## config.mk

```make
export PLATFORM = sky130hd
export DESIGN_NAME = shift_reg_univ
export DESIGN_NICKNAME = d
export VERILOG_FILES = /design/src/rtl/shift_reg_univ.sv
export SDC_FILE = /design/constraint.sdc
export NUM_CORES = 1
export LEC_CHECK = 0
export CAP_MARGIN = 20
export CORE_AREA = 2 2 46 48
export CTS_BUF_LIST = sky130_fd_sc_hd__clkbuf_4 sky130_fd_sc_hd__clkbuf_8 sky130_fd_sc_hd__clkbuf_16
export DETAILED_ROUTE_END_ITERATION = 16
export DIE_AREA = 0 0 48 50
export HOLD_SLACK_MARGIN = 0.12
export PLACE_DENSITY = 0.76
export SKIP_LAST_GASP = 1
export SLEW_MARGIN = 40
export SYNTH_ARGS = -nofsm -noshare
export SYNTH_HDL_FRONTEND = slang
export SYNTH_SLANG_ARGS = --single-unit
export TNS_END_PERCENT = 20
```

## constraint.sdc

```tcl
create_clock -name clk -period 2.23 [get_ports clk]
set_input_delay 0.223 -clock clk [delete_from_list [all_inputs] [get_ports clk]]
set_output_delay 0.223 -clock clk [all_outputs]
set_load 0.1 [all_outputs]
```

## src/rtl/shift_reg_univ.sv

```systemverilog
// shift_reg_univ: WIDTH-bit universal register with a saturating shift counter.
//   Modes: hold, load, shift left/right, rotate left/right, arithmetic shift
//   right, clear. The counter tracks shifts since the last load/clear and
//   saturates at WIDTH, so the block can act as a serializer/deserializer.
// Optional feature macro: SHIFT_REG_PARITY_EN adds registered output par = ^q.
// Ports:
//   clk     - rising-edge clock
//   reset   - synchronous active-low reset
//   en      - clock enable; 0 holds all state
//   mode    - operation select
//   d       - parallel load data
//   sin_l   - serial in at MSB (SHR)
//   sin_r   - serial in at LSB (SHL)
//   q       - registered contents
//   sout_l  - q[WIDTH-1]
//   sout_r  - q[0]
//   cnt     - shifts since last load/clear, saturating at WIDTH
//   done    - cnt == WIDTH
//   par     - (SHIFT_REG_PARITY_EN only) XOR reduction of q, registered
module shift_reg_univ #(
  parameter int unsigned      WIDTH     = 8,
  parameter logic [WIDTH-1:0] RESET_VAL = '0,
  localparam int unsigned     CW        = $clog2(WIDTH + 1)
) (
  input  logic             clk,
  input  logic             reset,
  input  logic             en,
  input  logic [2:0]       mode,
  input  logic [WIDTH-1:0] d,
  input  logic             sin_l,
  input  logic             sin_r,
  output logic [WIDTH-1:0] q,
  output logic             sout_l,
  output logic             sout_r,
  output logic [CW-1:0]    cnt,
  output logic             done
`ifdef SHIFT_REG_PARITY_EN
  ,
  output logic             par
`endif
);

  localparam logic [2:0] MODE_HOLD = 3'b000;
  localparam logic [2:0] MODE_LOAD = 3'b001;
  localparam logic [2:0] MODE_SHL  = 3'b010;
  localparam logic [2:0] MODE_SHR  = 3'b011;
  localparam logic [2:0] MODE_ROL  = 3'b100;
  localparam logic [2:0] MODE_ROR  = 3'b101;
  localparam logic [2:0] MODE_ASR  = 3'b110;
  localparam logic [2:0] MODE_CLR  = 3'b111;

  localparam logic [CW-1:0] CNT_MAX = CW'(WIDTH);

  logic [WIDTH-1:0] q_q, q_d;
  logic [CW-1:0]    cnt_q, cnt_d;
  logic             shift_en;

  // Next-state decode; unknown mode codes fall to hold so cnt is never corrupted.
  always_comb begin
    q_d      = q_q;
    cnt_d    = cnt_q;
    shift_en = 1'b0;
    if (en) begin
      case (mode)
        MODE_HOLD: ;
        MODE_LOAD: begin
          q_d   = d;
          cnt_d = '0;
        end
        MODE_SHL: begin
          q_d      = {q_q[WIDTH-2:0], sin_r};
          shift_en = 1'b1;
        end
        MODE_SHR: begin
          q_d      = {sin_l, q_q[WIDTH-1:1]};
          shift_en = 1'b1;
        end
        MODE_ROL: begin
          q_d      = {q_q[WIDTH-2:0], q_q[WIDTH-1]};
          shift_en = 1'b1;
        end
        MODE_ROR: begin
          q_d      = {q_q[0], q_q[WIDTH-1:1]};
          shift_en = 1'b1;
        end
        MODE_ASR: begin
          q_d      = {q_q[WIDTH-1], q_q[WIDTH-1:1]};
          shift_en = 1'b1;
        end
        MODE_CLR: begin
          q_d   = '0;
          cnt_d = '0;
        end
        default: ;
      endcase
    end
    // Counter saturates at WIDTH; shifting itself continues past done.
    if (shift_en && (cnt_q != CNT_MAX)) begin
      cnt_d = cnt_q + CW'(1);
    end
  end

  // State register with synchronous active-low reset.
  always_ff @(posedge clk) begin
    if (!reset) begin
      q_q   <= RESET_VAL;
      cnt_q <= '0;
    end else begin
      q_q   <= q_d;
      cnt_q <= cnt_d;
    end
  end

`ifdef SHIFT_REG_PARITY_EN
  logic par_q, par_d;

  // Parity taken from the next-state value so it tracks q with no extra latency.
  always_comb begin
    par_d = ^q_d;
  end

  always_ff @(posedge clk) begin
    if (!reset) begin
      par_q <= ^RESET_VAL;
    end else begin
      par_q <= par_d;
    end
  end

  assign par = par_q;
`endif

  assign q      = q_q;
  assign cnt    = cnt_q;
  assign done   = (cnt_q == CNT_MAX);
  assign sout_l = q_q[WIDTH-1];
  assign sout_r = q_q[0];

endmodule
```

==> results.yml <==
final_layout:
  area_growth_pct: 34.7
  n_fill_cell: 172
  drive_gt1_share_pct: 27.6
  utilization_pct: 58.8
  fin_cells: 154
  final-seq-area_um2: 240
  multiInputGateArea_um2: 526
  final_cell_area_mm2: 0.00112
  insertedDiodeCount: 0
  nets: 146
yosys:
  synthMuxAreaShare_pct: 8.14
  synth.most_common_cell: "nand2_1"
  synth-seq-cells: 12
  synth_area_um2: 830
  synth_simple_gate_area_share_pct: 21.4
  yosys_warnings: 0
  yosysUniqueCellTypes: 29
  synthFlopType: "dfxtp_1"
  ys_seq_area_share_pct: 29.0
  synth-compound-area-share_pct: 25.5
  yosysTopAreaCellShare_pct: 29.0
  synth_top_family_by_area: "compound AO/OA/AOI/OAI gates"
  synth-edff-count: 0
  synth_xor_area_share_pct: 5.28
  synthAdderAreaFrac_pct: 3.02
  syn-num-nets: 116
  async_reset_ff_share_pct: 0
  yosys.area.top_type: "dfxtp_1"
  synth_area_per_cell_um2: 8.46
  synthTopCellsByCount: "nand2_1, dfxtp_1, o21ai_0, a221oi_1, nor2_1"
  synthTopCellsByArea: "dfxtp_1, mux2_2, a221oi_1"
  synthCells: 98
sta:
  fin_crit_sh_pct: 72.7
  worst_slew_pin_slew_ns: 0.511
  rsz0062_at_grt: "false"
  hold_violations: 0
  fmax_ghz: 0.617
  setup_ws_ns: 0.608
  setup_viol: 0
  timing.final.crit_period_ns: 1.62
  finalMaxSlewViolations: 0
  hold_ws_ns: 0.496
  clock-skew-final_ns: 0.00264
  setup_tns_ns: 0
  slew_headroom_pct: 65.8
critical_path:
  startpoint_type: "register"
  cp-endpoint: "done"
  path_depth: 5
  worstSetupEndpointType: "output pin"
  cp_max_fo: 4
  cp-startpoint: "cnt[0]"
  reg2reg_depth: 6
  path_cells: "inv_1 > ha_1 > nand3b_1 > inv_1 > buf_4"
  crit-reg2reg-launch: "cnt[0]"
  critPathArrivalTime_ns: 1.40
  path_delay_family: "buffers and inverters"
  critPathBufInv: 3
  cp.required_ns: 2.01
  r2r_slack_ns: 0.96
  crit_type: "reg2out"
  reg2reg_to: "cnt[0]"
  cpMaxStageDelayCell: "dfxtp_1"
  cpMostUsedCell: "inv_1"
  max_stage_delay_ns: 0.34
place:
  place_area_mm2: 0.00108
  io_buffer_count: 30
  dp.cells: 150
  routabilityCongestion: 0.830
  place_hpwl_um: 1510
  pre_cts_slack_ns: 0.379
die:
  die_y_um: 50
  io_pins: 31
  die_x_um: 48
  start_util_pct: 43.6
  dieArea_mm2: 0.00240
  core_area_mm2: 0.00190
  num_rows: 16
detailed_routing:
  drc: 0
  vias: 805
  first_pass_iters: 4
  met2_wirelength_um: 987
  wl_um: 2010
  ant_nets: 0
  drtIter0Drc: 8
  topRoutingLayerUsed: "met4"
  routed_via_density: 5.23
  wl_met1_um: 881
  routed-wl-met3_um: 94
  detail_route.wl_per_cell_um: 13.0
pwr:
  clock_power_share_pct: 28.9
  share_comb_of_total_power_pct: 34.0
  vdd_drop_max_v: 0.000325
  fin_total_pwr_mw: 0.635
  p_leak_nw: 0.454
  p_sw_mw: 0.240
  swShare_pct: 37.7
  p_seq_share_pct: 37.1
  power.internal_mw: 0.395
  cellPowerDensity_mw_per_mm2: 568
clock_tree:
  cts_tree: "built"
  htree_levels: 1
  clock_latency_ns: 0.29
  clkTransAtPathRegs_ns: 0.08
  cts-root-buf: "clkbuf_4"
  cts_buffers: 3
  postCtsSetupBuffers: 0
  clockBufferDepth: 2
  cts_resized: 0
  postCtsHoldBufs: 0
  cts.sinks: 12
global_route:
  grt_pass1_vias: 756
  grt_pass1_wl_um: 3210
  grt_max_degree: 11
  antenna_found_initial: 0
  grt_use_total_pct: 18.6
  grt_remaining_overflow: 0
job:
  max_cap_viol_count: 0
worst_hold_path:
  hp-class: "reg2reg"
run_status:
  status: "finished clean"
==> worst min path at each step <==
stage,from,to,slack (ns),cells past startpoint
floorplan,reset,cnt[1],0.37,2
global placement,q[1],q[1],0.48,2
detailed placement,q[1],q[1],0.49,2
CTS,q[1],q[1],0.50,2
global route,q[3],q[3],0.54,2
finish,q[1],q[1],0.50,2
==> state kept, by name, summed over array words and instances (netlist names) <==
name,flops
cnt,4
q,8
==> per-layer routing <==
metal / up-vias / GRT usage [%]
met4: 0 / 8.11
met1: 357 / 22.0
met5: - / 0
met2: 28 / 31.8
li1: 415 / -
met3: 5 / 2.20
==> power by group through the flow <==
stage / logic, mW / registers [mW] / clock network [mW]
finish: 0.216 / 0.236 / 0.184
CTS: 0.216 / 0.236 / 0.182
detailed placement: 0.215 / 0.241 / 0
floorplan: 0.0916 / 0.309 / 0
global placement: 0.213 / 0.241 / 0
global route: 0.228 / 0.238 / 0.193
==> cell type report <==
cell class              instances  area share [%]
repair buffers                 31            24.2
flip-flops and latches         12            21.5
well taps                      27            3.02
clock buffers                   4            3.25
multi-input cells              77            47.0
inverters                       3            1.01
==> worst reg2reg max path: stages, from the launching register on <==
cell and delay [ns]:
dfxtp_1 0.38, inv_1 0.09, ha_1 0.21, nand3b_1 0.13, nand3_1 0.14, xnor2_1 0.18
nor2_1 0.05
==> layout by cell type (no fill, tap or decap), types with 2 or more instances in the layout <==
| cell type | netlist | layout |
|---|---|---|
| dfxtp_1 | 12 | 12 |
| buf_4 | 4 | 16 |
| inv_1 | 3 | 3 |
| nand2_1 | 14 | 14 |
| xnor2_1 | 3 | 3 |
| o21ai_2 | 5 | 5 |
| mux2_2 | 6 | 6 |
| nand2b_1 | 2 | 2 |
| o21ai_1 | 2 | 2 |
| nand3_1 | 5 | 5 |
| ha_1 | 2 | 2 |
| xor2_1 | 2 | 2 |
| nand4_1 | 2 | 2 |
| nor2_1 | 7 | 7 |
| clkbuf_4 | 0 | 3 |
| o21ai_0 | 8 | 8 |
| a221oi_1 | 7 | 7 |
| clkdlybuf4s50_1 | 0 | 15 |
==> cell families (layout without fill, tap and decap cells) <==
| logic type | after synthesis | in the layout |
|---|---|---|
| simple gates | 36 | 36 |
| compound gates | 28 | 28 |
| flops | 12 | 12 |
| buf+inv | 9 | 38 |
| mux | 6 | 6 |
| xor+xnor | 5 | 5 |
| fa+ha+maj | 2 | 2 |
(Power assumes the default switching activity.)
